--- config.mk ---
export PLATFORM = sky130hd
export DESIGN_NAME = frame_dma_reader
export DESIGN_NICKNAME = d
export VERILOG_FILES = /design/src/rtl/frame_dma_reader.sv
export SDC_FILE = /design/constraint.sdc
export NUM_CORES = 1
export LEC_CHECK = 0
export ABC_AREA = 1
export BUFFER_PORTS_ARGS = -buffer_cell sky130_fd_sc_hd__buf_2
export CAP_MARGIN = 20
export CORE_UTILIZATION = 52
export DETAILED_ROUTE_END_ITERATION = 8
export PLACE_DENSITY = 0.85
export SYNTH_ARGS = -nofsm -noshare
export SYNTH_HDL_FRONTEND = slang
export SYNTH_SLANG_ARGS = --single-unit
--- constraint.sdc ---
create_clock -name clk -period 4.5 [get_ports clk]
set_clock_uncertainty 0.05 [all_clocks]
set_input_delay 0.675 -clock clk [delete_from_list [all_inputs] [get_ports clk]]
set_output_delay 0.675 -clock clk [all_outputs]
set_load 0.05 [all_outputs]
--- src/rtl/frame_dma_reader.sv ---
// AXI4 burst-read master that streams one frame from memory into the framebuffer write port.
// Build with FRAME_DMA_PERF_EN defined to get the o_cycles transfer-duration counter.
//
// state | meaning
// IDLE  | waiting for i_start
// ADDR  | AR request presented, held until ARREADY
// DATA  | accepting R beats of the current burst
// DONE  | frame finished, o_done pulses on the following cycle
module frame_dma_reader #(
    parameter int C_M_AXI_ID_WIDTH   = 2,
    parameter int C_M_AXI_ADDR_WIDTH = 32,
    parameter int C_M_AXI_DATA_WIDTH = 32,
    parameter int N_ROWS_MAX         = 64,
    parameter int N_COLS_MAX         = 256,
    parameter int BURST_LEN          = 16,
    parameter int MEM_W_ADDR_WIDTH   = $clog2(N_ROWS_MAX*N_COLS_MAX)
) (
    input  logic                            clk,
    input  logic                            rst,
    input  logic                            i_start,
    input  logic [C_M_AXI_ADDR_WIDTH-1:0]   i_base_addr,
    input  logic [MEM_W_ADDR_WIDTH:0]       i_n_pixels,
    output logic                            o_busy,
    output logic                            o_done,
    output logic                            o_err,
    output logic [31:0]                     o_cycles,
    output logic [C_M_AXI_ID_WIDTH-1:0]     M_AXI_ARID,
    output logic [C_M_AXI_ADDR_WIDTH-1:0]   M_AXI_ARADDR,
    output logic [7:0]                      M_AXI_ARLEN,
    output logic [2:0]                      M_AXI_ARSIZE,
    output logic [1:0]                      M_AXI_ARBURST,
    output logic                            M_AXI_ARLOCK,
    output logic [3:0]                      M_AXI_ARCACHE,
    output logic [2:0]                      M_AXI_ARPROT,
    output logic [3:0]                      M_AXI_ARQOS,
    output logic                            M_AXI_ARVALID,
    input  logic                            M_AXI_ARREADY,
    input  logic [C_M_AXI_ID_WIDTH-1:0]     M_AXI_RID,
    input  logic [C_M_AXI_DATA_WIDTH-1:0]   M_AXI_RDATA,
    input  logic [1:0]                      M_AXI_RRESP,
    input  logic                            M_AXI_RLAST,
    input  logic                            M_AXI_RVALID,
    output logic                            M_AXI_RREADY,
    output logic                            o_we,
    output logic [MEM_W_ADDR_WIDTH-1:0]     o_waddr,
    output logic [C_M_AXI_DATA_WIDTH-1:0]   o_wdata,
    output logic [C_M_AXI_DATA_WIDTH/8-1:0] o_wstrb
);

    localparam int N_PIX_MAX = N_ROWS_MAX * N_COLS_MAX;
    localparam int CNT_W     = MEM_W_ADDR_WIDTH + 1;
    localparam int AW        = C_M_AXI_ADDR_WIDTH;

    typedef enum logic [1:0] {IDLE, ADDR, DATA, DONE} state_t;
    state_t state, next_state;

    logic [AW-1:0]               base;
    logic [MEM_W_ADDR_WIDTH-1:0] word_idx;
    logic [CNT_W-1:0]            remaining;
    logic [CNT_W-1:0]            n_clamped;
    logic [8:0]                  beat_cnt;
    logic [8:0]                  burst_beats;
    logic [AW-1:0]               addr_calc;
    logic [10:0]                 page_words;
    logic [8:0]                  beats_calc;
    logic                        start_ok;
    logic                        beat;
    logic                        beat_ok;
    logic                        last_beat;

    assign start_ok  = (state == IDLE) && i_start;
    assign beat      = (state == DATA) && M_AXI_RVALID;
    assign beat_ok   = (M_AXI_RRESP == 2'b00) && (M_AXI_RID == '0);
    assign last_beat = beat && ((beat_cnt + 9'd1) == burst_beats);
    assign n_clamped = (32'(i_n_pixels) > N_PIX_MAX) ? CNT_W'(N_PIX_MAX) : i_n_pixels;

    assign addr_calc  = base + (AW'(word_idx) << 2);
    // words left before the next 4 KB boundary; AXI bursts must not cross it
    assign page_words = 11'd1024 - {1'b0, addr_calc[11:2]};

    always_comb begin
        beats_calc = 9'(BURST_LEN);
        if (32'(remaining) < 32'(beats_calc))
            beats_calc = 9'(remaining);
        if (32'(page_words) < 32'(beats_calc))
            beats_calc = 9'(page_words);
    end

    assign M_AXI_ARID    = '0;
    assign M_AXI_ARSIZE  = 3'b010;
    assign M_AXI_ARBURST = 2'b01;
    assign M_AXI_ARLOCK  = 1'b0;
    assign M_AXI_ARCACHE = 4'b0011;
    assign M_AXI_ARPROT  = 3'b000;
    assign M_AXI_ARQOS   = 4'b0000;
    assign M_AXI_ARVALID = (state == ADDR);
    assign M_AXI_ARADDR  = (state == ADDR) ? addr_calc : '0;
    assign M_AXI_ARLEN   = (state == ADDR) ? 8'(beats_calc - 9'd1) : 8'd0;
    assign M_AXI_RREADY  = (state == DATA);

    always_ff @(posedge clk) begin
        if (rst)
            state <= IDLE;
        else
            state <= next_state;
    end

    always_comb begin
        next_state = state;
        case (state)
            IDLE: begin
                if (i_start)
                    next_state = (n_clamped == '0) ? DONE : ADDR;
            end
            ADDR: begin
                if (M_AXI_ARREADY)
                    next_state = DATA;
            end
            DATA: begin
                if (last_beat)
                    next_state = (remaining == CNT_W'(1)) ? DONE : ADDR;
            end
            DONE: next_state = IDLE;
            default: next_state = IDLE;
        endcase
    end

    always_ff @(posedge clk) begin
        if (rst) begin
            base        <= '0;
            word_idx    <= '0;
            remaining   <= '0;
            beat_cnt    <= '0;
            burst_beats <= '0;
            o_busy      <= 1'b0;
            o_done      <= 1'b0;
            o_err       <= 1'b0;
            o_we        <= 1'b0;
            o_waddr     <= '0;
            o_wdata     <= '0;
            o_wstrb     <= '0;
        end else begin
            o_we   <= 1'b0;
            o_wstrb <= '0;
            o_done <= (state == DONE);
            o_busy <= (next_state != IDLE);
            if (start_ok) begin
                base      <= i_base_addr & ~AW'(3);
                word_idx  <= '0;
                remaining <= n_clamped;
                o_err     <= 1'b0;
            end
            if ((state == ADDR) && M_AXI_ARREADY) begin
                burst_beats <= beats_calc;
                beat_cnt    <= '0;
            end
            if (beat) begin
                word_idx  <= word_idx + MEM_W_ADDR_WIDTH'(1);
                remaining <= remaining - CNT_W'(1);
                beat_cnt  <= beat_cnt + 9'd1;
                // errored beats are dropped but still consume their framebuffer slot
                if (beat_ok) begin
                    o_we    <= 1'b1;
                    o_waddr <= word_idx;
                    o_wdata <= M_AXI_RDATA;
                    o_wstrb <= '1;
                end else begin
                    o_err <= 1'b1;
                end
                if (M_AXI_RLAST != last_beat)
                    o_err <= 1'b1;
            end
        end
    end

`ifdef FRAME_DMA_PERF_EN
    logic [31:0] cyc_cnt;

    always_ff @(posedge clk) begin
        if (rst) begin
            cyc_cnt  <= '0;
            o_cycles <= '0;
        end else begin
            if (start_ok)
                cyc_cnt <= '0;
            else if (o_busy && (cyc_cnt != 32'hFFFF_FFFF))
                cyc_cnt <= cyc_cnt + 32'd1;
            if (state == DONE)
                o_cycles <= cyc_cnt;
        end
    end
`else
    assign o_cycles = '0;
`endif

endmodule
==> impl_metrics.py, run 1 <==
metrics = {
    "floorplanning": {
        "die_height_um": 122.4,
        "core_area_sq_mm": 0.01399,
        "num_rows": 43,
        "ios": 236,
        "dieWidth_um": 122.4,
        "start_util_pct": 53.89,
        "die_area_sq_mm": 0.01498,
    },
    "clock_network": {
        "cts_tree": "yes",
        "cts_buffer_depth": 2,
        "hold_buffers": 0,
        "clkLatencyLatePin_ns": 0.43,
        "path_clk_slew_ns": 0.06,
        "cts_root_buf": "clkbuf_16",
        "cts_made_buffers": 17,
        "clock_sinks": 129,
        "htreeDepth": 4,
    },
    "cells_and_area": {
        "stdcell_count": 1510,
        "mostFrequentLayoutCell": "nor2_1",
        "antenna_cells": 0,
        "design_area_sq_mm": 0.009692,
        "fin_util_pct": 69.28,
        "nNetsFinal": 1437,
        "final_cell_mix": "nor2_1, buf_2, nand2_1",
        "syn_to_final_growth_pct": 28.56,
        "drive_above_1_share_pct": 26.84,
    },
    "power": {
        "comb_power_share_pct": 32.6,
        "irDropWorstVdd_uv": 282.8,
        "cellPowerDensity_mw_per_mm2": 395.8,
        "swShare_pct": 35.54,
        "p_clk_share_pct": 35.4,
        "power.total_mw": 3.836,
        "p_leak_nw": 4.563,
        "power.switching_mw": 1.363,
        "p_int_mw": 2.473,
        "seqPwrFrac_pct": 32.0,
    },
    "yosys": {
        "synthCells": 1115,
        "ys_types": 46,
        "synth-seq-area-share_pct": 34.26,
        "ys_warn_count": 0,
        "ys_seq_elements": 129,
        "syn_area_sq_mm": 0.007538,
        "synth_area_per_cell_sq_um": 6.761,
    },
    "placed_design": {
        "globalplace.congestion": 0.9347,
        "postPlaceCellArea_sq_mm": 0.008477,
        "detailed_place_hpwl_mm": 14.90,
        "dp_cells": 1455,
        "io_buffers": 180,
    },
    "setup_path": {
        "critPathMaxStageDelay_ns": 0.53,
        "cp_common_cell": "nand2_4",
        "crit_arrival_ns": 4.40,
        "rr_worst_depth": 27,
        "endpoint_kind": "primary output",
        "cp-start-kind": "flop",
        "path_class": "flop to primary output",
        "path_max_fanout": 6,
        "cp.required_ns": 3.77,
        "crit_slowest_cell": "fa_2",
    },
    "outcome": {
        "failed_checks": "design-rule violations, negative setup slack",
        "status": "finished, violations left",
    },
    "detailed_routing": {
        "vias": 8614,
        "drc_errors": 8,
        "via_per_inst": 5.705,
        "ant_nets": 0,
        "firstDrtPassIters": 9,
        "wl_per_cell_um": 16.95,
        "routed_wirelength_mm": 25.59,
        "drtIter0Drc": 1009,
    },
    "timing": {
        "fin_crit_sh_pct": 113.8,
        "tightest_slew_ns": 1.046,
        "fin_ws_ns": -0.6215,
        "relSlewSlack_pct": 30.17,
        "slew_violations": 0,
        "fmax_mhz": 195.3,
        "final.min_clock_period_ns": 5.121,
        "setup_viol": 8,
        "finalHoldViolCount": 0,
        "rsz0062_at_grt": "true",
    },
    "job": {
        "cap_violations": 0,
    },
    "grt": {
        "overflow": 0,
        "antenna_found_initial": 0,
        "grt_pass1_wl_mm": 36.36,
        "grt_pass1_vias": 7651,
        "grt_usage_pct": 30.91,
        "grt_max_degree": 71,
    },
    "min_path": {
        "hold_path_class": "flop to flop",
        "hold_path_depth": 2,
    },
}
[area by class of cell]
type / instances / area (sq um)
sequential: 129 / 2592
timing repair buffer: 228 / 1338
clock buffer: 24 / 491.7
fill: 1119 / 4297
multi-input combinational: 837 / 4559
clock inverter: 5 / 78.83
tap: 180 / 225.2
inverter: 107 / 406.6
[flip-flops by register name (all words and copies together), names as in the netlist, 2 cells and up]
| signal | count |
|---|---|
| o_waddr | 14 |
| word_idx | 14 |
| base | 30 |
| remaining | 15 |
| burst_beats | 9 |
| state | 2 |
| o_wdata | 32 |
| beat_cnt | 9 |
[cell usage after synthesis, drive strengths merged]
master	count	area share, %
o22ai	4	0.33
nand3b	6	0.60
clkinv	4	0.20
a211oi	8	0.80
a21o	2	0.20
a22oi	5	0.50
a22o	1	0.12
nor3	23	1.5
a221oi	1	0.12
nor2	206	11
a311oi	2	0.23
o21a	1	0.20
or2	4	0.33
nand2	204	11
xor2	19	2.2
buf	62	5.9
and3	1	0.083
a32oi	1	0.12
clkbuf	34	1.7
ha	27	4.5
nor4	9	0.75
inv	103	5.1
a21boi	1	0.10
xnor2	6	0.70
fa	1	0.27
o311ai	1	0.12
dfxtp	129	34
a21oi	74	5.0
nand4	7	0.58
o211ai	6	0.60
a31oi	9	0.75
o21ai	109	7.4
conb	2	0.10
nand3	43	3.3
[cell families after synthesis]
kind of cell	Yosys count	share of synthesized area [%]
buf+inv	203	12.96
other cells	2	0.09962
xor+xnor	25	2.905
flops	129	34.26
compound gates	225	16.51
simple gates	503	28.51
fa+ha+maj	28	4.747
[power by group through the flow]
stage | Combinational, mW | Clock [mW] | Sequential (mW)
finish | 1.25 | 1.36 | 1.23
global route | 1.32 | 1.42 | 1.23
CTS | 1.03 | 1.35 | 1.23
detailed placement | 0.862 | 0 | 1.25
global placement | 0.840 | 0 | 1.25
floorplan | 0.685 | 0 | 1.25
[per-layer routing]
layer	vias to the layer above	wire, um	GRT usage [%]
li1	3937	-	-
met1	3829	9467	35.38
met2	655	11930	53.69
met3	193	2597	7.481
met4	0	1591	14.86
met5	-	0	0
[stage by stage]
stage	TNS, ns	worst slack [ns]	hold slack (ns)
5_1_grt	-3.947	-0.7270	0.4519
3_5_place_dp	-0.09857	-0.07569	0.4153
4_1_cts	-1.136	-0.2084	0.4239
6_report	-3.141	-0.6215	0.4233
2_1_floorplan	0	0.02749	0.3933
3_3_place_gp	0	0.03434	0.4042
[path summary, 6_finish.rpt]
kind                            start                           to  slack, ns
max          word_idx[0]$_SDFFE_PP0P_               M_AXI_ARLEN[3]      -0.62
min           o_waddr[2]$_SDFFE_PP0P_      o_waddr[2]$_SDFFE_PP0P_       0.42
max reg2reg  word_idx[0]$_SDFFE_PP0P_  burst_beats[3]$_SDFFE_PP0P_       0.73
min reg2reg   o_waddr[2]$_SDFFE_PP0P_      o_waddr[2]$_SDFFE_PP0P_       0.42
[what timing repair did]
item	4_1_cts	5_1_grt
buffers inserted	18	9
pin swaps	34	30
setup endpoints to repair	8	8
resized for setup	70	44
[critical path, delay by kind of cell, from the launching register on]
kind / cells / cell delay, ns
flip-flops: 1 / 0.36
AND/OR/NAND/NOR: 14 / 1.07
AO/OA/AOI/OAI: 2 / 0.45
buffers and inverters: 8 / 0.92
adder cells (fa/ha/maj): 4 / 1.13
(Power assumes the default switching activity.)
==> run 2, diff against run 1 <==
--- a/constraint.sdc
+++ b/constraint.sdc
@@ -3,3 +3,3 @@
 set_input_delay 0.675 -clock clk [delete_from_list [all_inputs] [get_ports clk]]
 set_output_delay 0.675 -clock clk [all_outputs]
-set_load 0.05 [all_outputs]
+set_load 0.02 [all_outputs]
==> impl_metrics.py, run 2 (synthesis results as in run 1) <==
metrics = {
    "outcome": {
        "status": "finished, violations left",
        "failed_checks": "negative setup slack",
    },
    "clock_network": {
        "cts_tree": "yes",
        "htreeDepth": 4,
        "cts_buffer_depth": 2,
        "clkLatencyLatePin_ns": 0.42,
        "path_clk_slew_ns": 0.06,
        "hold_buffers": 0,
        "clock_sinks": 129,
        "cts_made_buffers": 17,
        "cts_root_buf": "clkbuf_16",
    },
    "timing": {
        "final.min_clock_period_ns": 4.821,
        "fmax_mhz": 207.4,
        "relSlewSlack_pct": 34.91,
        "fin_crit_sh_pct": 107.1,
        "fin_ws_ns": -0.3210,
        "setup_viol": 8,
        "rsz0062_at_grt": "true",
        "finalHoldViolCount": 0,
        "tightest_slew_ns": 0.9704,
        "hold_ws_ns": 0.4247,
        "slew_violations": 0,
    },
    "setup_path": {
        "endpoint_kind": "primary output",
        "path_class": "flop to primary output",
        "path_max_fanout": 6,
        "crit_arrival_ns": 4.10,
        "cp.required_ns": 3.77,
        "reg2reg_slack_ns": 0.74,
        "cp-start-kind": "flop",
    },
    "floorplanning": {
        "start_util_pct": 53.89,
        "num_rows": 43,
        "dieWidth_um": 122.4,
        "die_area_sq_mm": 0.01498,
        "ios": 236,
        "die_height_um": 122.4,
        "core_area_sq_mm": 0.01399,
    },
    "placed_design": {
        "detailed_place_hpwl_mm": 13.88,
        "postPlaceCellArea_sq_mm": 0.008389,
        "io_buffers": 180,
        "globalplace.congestion": 0.9315,
    },
    "job": {
        "cap_violations": 0,
    },
    "detailed_routing": {
        "vias": 8128,
        "via_per_inst": 5.404,
        "ant_nets": 0,
        "routed_wirelength_mm": 21.78,
        "wl_per_cell_um": 14.48,
        "firstDrtPassIters": 6,
        "drc_errors": 0,
        "drtIter0Drc": 775,
    },
    "min_path": {
        "hold_path_class": "flop to flop",
    },
    "grt": {
        "antenna_found_initial": 0,
        "overflow": 0,
        "grt_max_degree": 70,
        "grt_pass1_wl_mm": 32.31,
        "grt_usage_pct": 27.20,
        "grt_pass1_vias": 7173,
    },
    "cells_and_area": {
        "syn_to_final_growth_pct": 26.19,
        "final_cell_mix": "nor2_1, nand2_1, buf_2",
        "largest_register_ffs": 32,
        "n_fill_cell": 1132,
        "design_area_sq_mm": 0.009513,
        "mostFrequentLayoutCell": "nor2_1",
        "drive_above_1_share_pct": 25.68,
        "regMostFlops": "o_wdata",
        "nNetsFinal": 1428,
        "top_regs": "o_wdata x32, base x30, remaining x15",
        "antenna_cells": 0,
    },
    "power": {
        "irDropWorstVdd_uv": 253.4,
        "cellPowerDensity_mw_per_mm2": 371.1,
        "p_leak_nw": 4.481,
    },
}
run 2: critical path, stage by stage, from the launching register on:
cell,delay (ns)
dfxtp_2,0.34
ha_4,0.17
fa_2,0.53
inv_2,0.06
buf_4,0.13
nand2_1,0.09
nor2_4,0.06
or2_2,0.30
nand2_2,0.10
inv_1,0.06
ha_1,0.28
nand2_1,0.06
inv_1,0.03
nand2_1,0.07
nand3_1,0.10
nand2_2,0.09
nand2_2,0.07
nand2_4,0.12
nand2_8,0.08
buf_4,0.16
nand2_2,0.07
nand2_2,0.11
nand2_4,0.14
nor2_4,0.04
nand3_1,0.07
nand2_1,0.06
nor2_1,0.12
buf_4,0.16
run 2: repair_timing:
item / CTS / global route
setup endpoints to repair: 8 / 8
gates resized for setup: 46 / 45
setup buffers: 24 / 3
pin swaps: 32 / 24
run 2: final timing paths:
kind / from / endpoint / cells after the start
worst min-delay path: base[31]$_SDFFE_PP0P_ / base[31]$_SDFFE_PP0P_ / 2
worst max register to register: base[2]$_SDFFE_PP0P_ / burst_beats[0]$_SDFFE_PP0P_ / 27
worst min register to register: base[31]$_SDFFE_PP0P_ / base[31]$_SDFFE_PP0P_ / 2
worst max-delay path: base[2]$_SDFFE_PP0P_ / M_AXI_ARLEN[6] / 27
run 2: stage by stage:
| step | TNS [ns] | std cells | worst slack, ns | util, % | total power [mW] |
|---|---|---|---|---|---|
| global route | -2.744 | 1504 | -0.4439 | 68.01 | 3.678 |
| floorplan | 0 | 1169 | 0.1580 | - | 1.802 |
| global placement | 0 | 1446 | 0.09086 | 59.97 | 1.935 |
| detailed placement | -0.05468 | 1446 | -0.04007 | 59.97 | 1.952 |
| finish | -1.558 | 1504 | -0.3210 | 68.01 | 3.530 |
| CTS | -0.9583 | 1501 | -0.1847 | 66.45 | 3.384 |
run 2: where the power goes:
| part | internal (mW) | switching [mW] | total [mW] |
|---|---|---|---|
| logic | 0.370 | 0.618 | 0.988 |
| registers | 1.19 | 0.0376 | 1.23 |
| clock network | 0.814 | 0.501 | 1.32 |
| total | 2.37 | 1.16 | 3.53 |
run 2: layout make-up:
class / count / area (sq um) / area share [%]
clock inverter: 9 / 81.33 / 0.8549
tap: 180 / 225.2 / 2.367
clock buffer: 23 / 488.0 / 5.130
sequential: 129 / 2589 / 27.21
timing repair buffer: 219 / 1236 / 12.99
inverter: 107 / 404.1 / 4.248
multi-input combinational: 837 / 4489 / 47.19
run 2: routing by layer:
| metal | GRT usage, % | wire length, um |
|---|---|---|
| met1 | 33.15 | 8794 |
| met2 | 45.01 | 10200 |
| met3 | 4.972 | 1845 |
| met4 | 15.24 | 944 |
| met5 | 0 | 0 |
==> run 3, diff against run 2 <==
BUFFER_PORTS_ARGS = default   (was -buffer_cell sky130_fd_sc_hd__buf_2)
CELL_PAD_IN_SITES_DETAIL_PLACEMENT = 1   (was default)
CELL_PAD_IN_SITES_GLOBAL_PLACEMENT = 1   (was default)
CORE_UTILIZATION = 44   (was 52)
DONT_BUFFER_PORTS = 1   (was default)
PLACE_DENSITY = 0.84   (was 0.85)
==> impl_metrics.py, run 3 (synthesis results as in run 1) <==
metrics = {
    "cells_and_area": {
        "nNetsFinal": 1278,
        "fin_util_pct": 53.54,
        "area.sequential_sq_mm": 0.002590,
        "final_cell_mix": "nor2_1, nand2_1, dfxtp_1",
        "drive_above_1_share_pct": 16.21,
        "largest_register_ffs": 32,
        "mostFrequentLayoutCell": "nor2_1",
        "top_regs": "o_wdata x32, base x30, remaining x15",
        "regMostFlops": "o_wdata",
        "syn_to_final_growth_pct": 18.19,
        "n_fill_cell": 2195,
        "multi_input_area_sq_mm": 0.004507,
    },
    "detailed_routing": {
        "drtIter0Drc": 626,
        "ant_nets": 0,
        "wl_per_cell_um": 19.86,
        "drc_errors": 0,
        "via_per_inst": 5.638,
        "routed_wirelength_mm": 27.66,
        "vias": 7854,
        "firstDrtPassIters": 5,
    },
    "setup_path": {
        "cp-start-kind": "flop",
        "reg2reg_slack_ns": 0.32,
        "crit_arrival_ns": 4.35,
        "endpoint_kind": "primary output",
        "path_max_fanout": 7,
        "reg2reg_from": "word_idx[0]$_SDFFE_PP0P_",
        "critPathCapture": "M_AXI_ARLEN[5]",
        "rr_worst_depth": 21,
        "startpoint": "word_idx[0]$_SDFFE_PP0P_",
        "path_class": "flop to primary output",
        "cp.required_ns": 3.77,
        "rr_endpoint": "burst_beats[3]$_SDFFE_PP0P_",
    },
    "grt": {
        "overflow": 0,
        "grt_usage_pct": 27.91,
        "grt_pass1_vias": 7817,
        "grt_max_degree": 68,
        "grt_pass1_wl_mm": 38.89,
        "antenna_found_initial": 1,
    },
    "timing": {
        "hold_ws_ns": 0.2725,
        "setup_viol": 8,
        "finalHoldViolCount": 0,
        "relSlewSlack_pct": 32.10,
        "fin_ws_ns": -0.5737,
        "final.min_clock_period_ns": 5.074,
        "fmax_mhz": 197.1,
        "fin_crit_sh_pct": 112.7,
        "rsz0062_at_grt": "true",
        "tightest_slew_ns": 1.017,
        "slew_violations": 0,
    },
    "outcome": {
        "failed_checks": "negative setup slack",
        "status": "finished, violations left",
    },
    "placed_design": {
        "pre_cts_slack_ns": -0.08930,
        "io_buffers": 0,
        "globalplace.congestion": 0.8520,
        "detailed_place_hpwl_mm": 16.55,
    },
    "clock_network": {
        "clock_sinks": 129,
        "clkLatencyLatePin_ns": 0.42,
        "cts_buffer_depth": 2,
        "cts_root_buf": "clkbuf_16",
        "cts_tree": "yes",
        "path_clk_slew_ns": 0.06,
        "htreeDepth": 4,
        "cts_made_buffers": 17,
    },
    "floorplanning": {
        "dieWidth_um": 132.9,
        "die_area_sq_mm": 0.01766,
        "ios": 236,
        "num_rows": 47,
        "core_area_sq_mm": 0.01664,
        "die_height_um": 132.9,
        "start_util_pct": 45.30,
    },
    "power": {
        "cellPowerDensity_mw_per_mm2": 410.1,
        "p_leak_nw": 3.802,
        "irDropWorstVdd_uv": 261.4,
    },
    "min_path": {
        "hold_path_class": "input port to flop",
    },
    "job": {
        "cap_violations": 0,
    },
}
run 3: cell count changes in the layout (fill, tap and decap cells not counted), moves of 4 or more:
| cell | change |
|---|---|
| clkbuf_8 | -4 |
| nand2_4 | +8 |
| buf_4 | +22 |
| nand2_2 | -5 |
| buf_2 | -172 |
run 3: cell type report:
class                           count  share of cell area, %
Tap cell                          220                  3.089
Clock inverter                     13                  1.854
Sequential cell                   129                  29.07
Timing Repair Buffer               69                  6.067
Inverter                          107                  4.536
Antenna cell                        1                0.02809
Multi-Input combinational cell    837                  50.58
Clock buffer                       17                  4.775
run 3: worst min path at each step:
stage	from	endpoint	slack (ns)	depth (start not counted)
2_1_floorplan	state[0]$_SDFF_PP0_	o_done$_SDFF_PP0_	0.39	2
3_3_place_gp	beat_cnt[1]$_SDFFE_PP0P_	beat_cnt[1]$_SDFFE_PP0P_	0.41	2
3_5_place_dp	beat_cnt[6]$_SDFFE_PP0P_	beat_cnt[6]$_SDFFE_PP0P_	0.42	2
4_1_cts	rst	remaining[5]$_SDFFE_PP0P_	0.26	1
5_1_grt	rst	remaining[1]$_SDFFE_PP0P_	0.26	1
6_report	rst	remaining[5]$_SDFFE_PP0P_	0.27	1
run 3: report_power, final:
part | internal [mW] | switching (mW) | total [mW] | leakage (nW)
clock | 0.866 | 0.544 | 1.41 | 0.277
combinational | 0.349 | 0.659 | 1.01 | 2.47
sequential | 1.19 | 0.0478 | 1.24 | 1.05
total | 2.40 | 1.25 | 3.65 | 3.80
run 3: routing by layer:
| metal | routed length (um) | part of all wire (%) | global-route usage [%] | up-vias |
|---|---|---|---|---|
| met4 | 1373 | 5.0 | 14.62 | 0 |
| met3 | 1987 | 7.2 | 6.169 | 119 |
| met1 | 10720 | 39 | 31.78 | 3721 |
| met2 | 13580 | 49 | 48.66 | 402 |
| li1 | - | - | - | 3612 |
| met5 | 0 | 0 | 0 | - |
run 3: per-stage QoR:
step                      cell area (sq um)  instances  total power, mW  TNS, ns
after floorplan                        7741       1169            1.802        0
after global placement                 7801       1341            1.917        0
after detailed placement               7801       1341            1.949  -0.1699
after CTS                              8637       1384            3.445   -1.186
after global routing                   8910       1393            3.777   -4.331
final                                  8910       1393            3.654   -3.480
run 3: repair_timing:
item                       in CTS  in global routing
pin swaps                      21                 35
buffers inserted               13                  8
hold buffers                    0                  0
setup endpoints to repair       8                  8
gates resized for setup        37                 53
run 3: worst max-delay path, cell delays in order, from the launching register on:
cell	delay, ns
dfxtp_4	0.38
ha_4	0.14
fa_2	0.46
inv_2	0.11
ha_4	0.15
inv_2	0.05
nor2_4	0.13
nand2_4	0.09
nor2_4	0.11
nand3_2	0.10
nor2_2	0.11
xor2_1	0.24
ha_1	0.30
buf_4	0.15
nand2_1	0.10
inv_1	0.09
nand2_4	0.14
nand2_8	0.10
buf_6	0.15
nand2_2	0.07
nand2_2	0.09
nand2_4	0.13
inv_2	0.07
nand3_2	0.08
nand2_1	0.10
nor2_1	0.12
buf_4	0.16
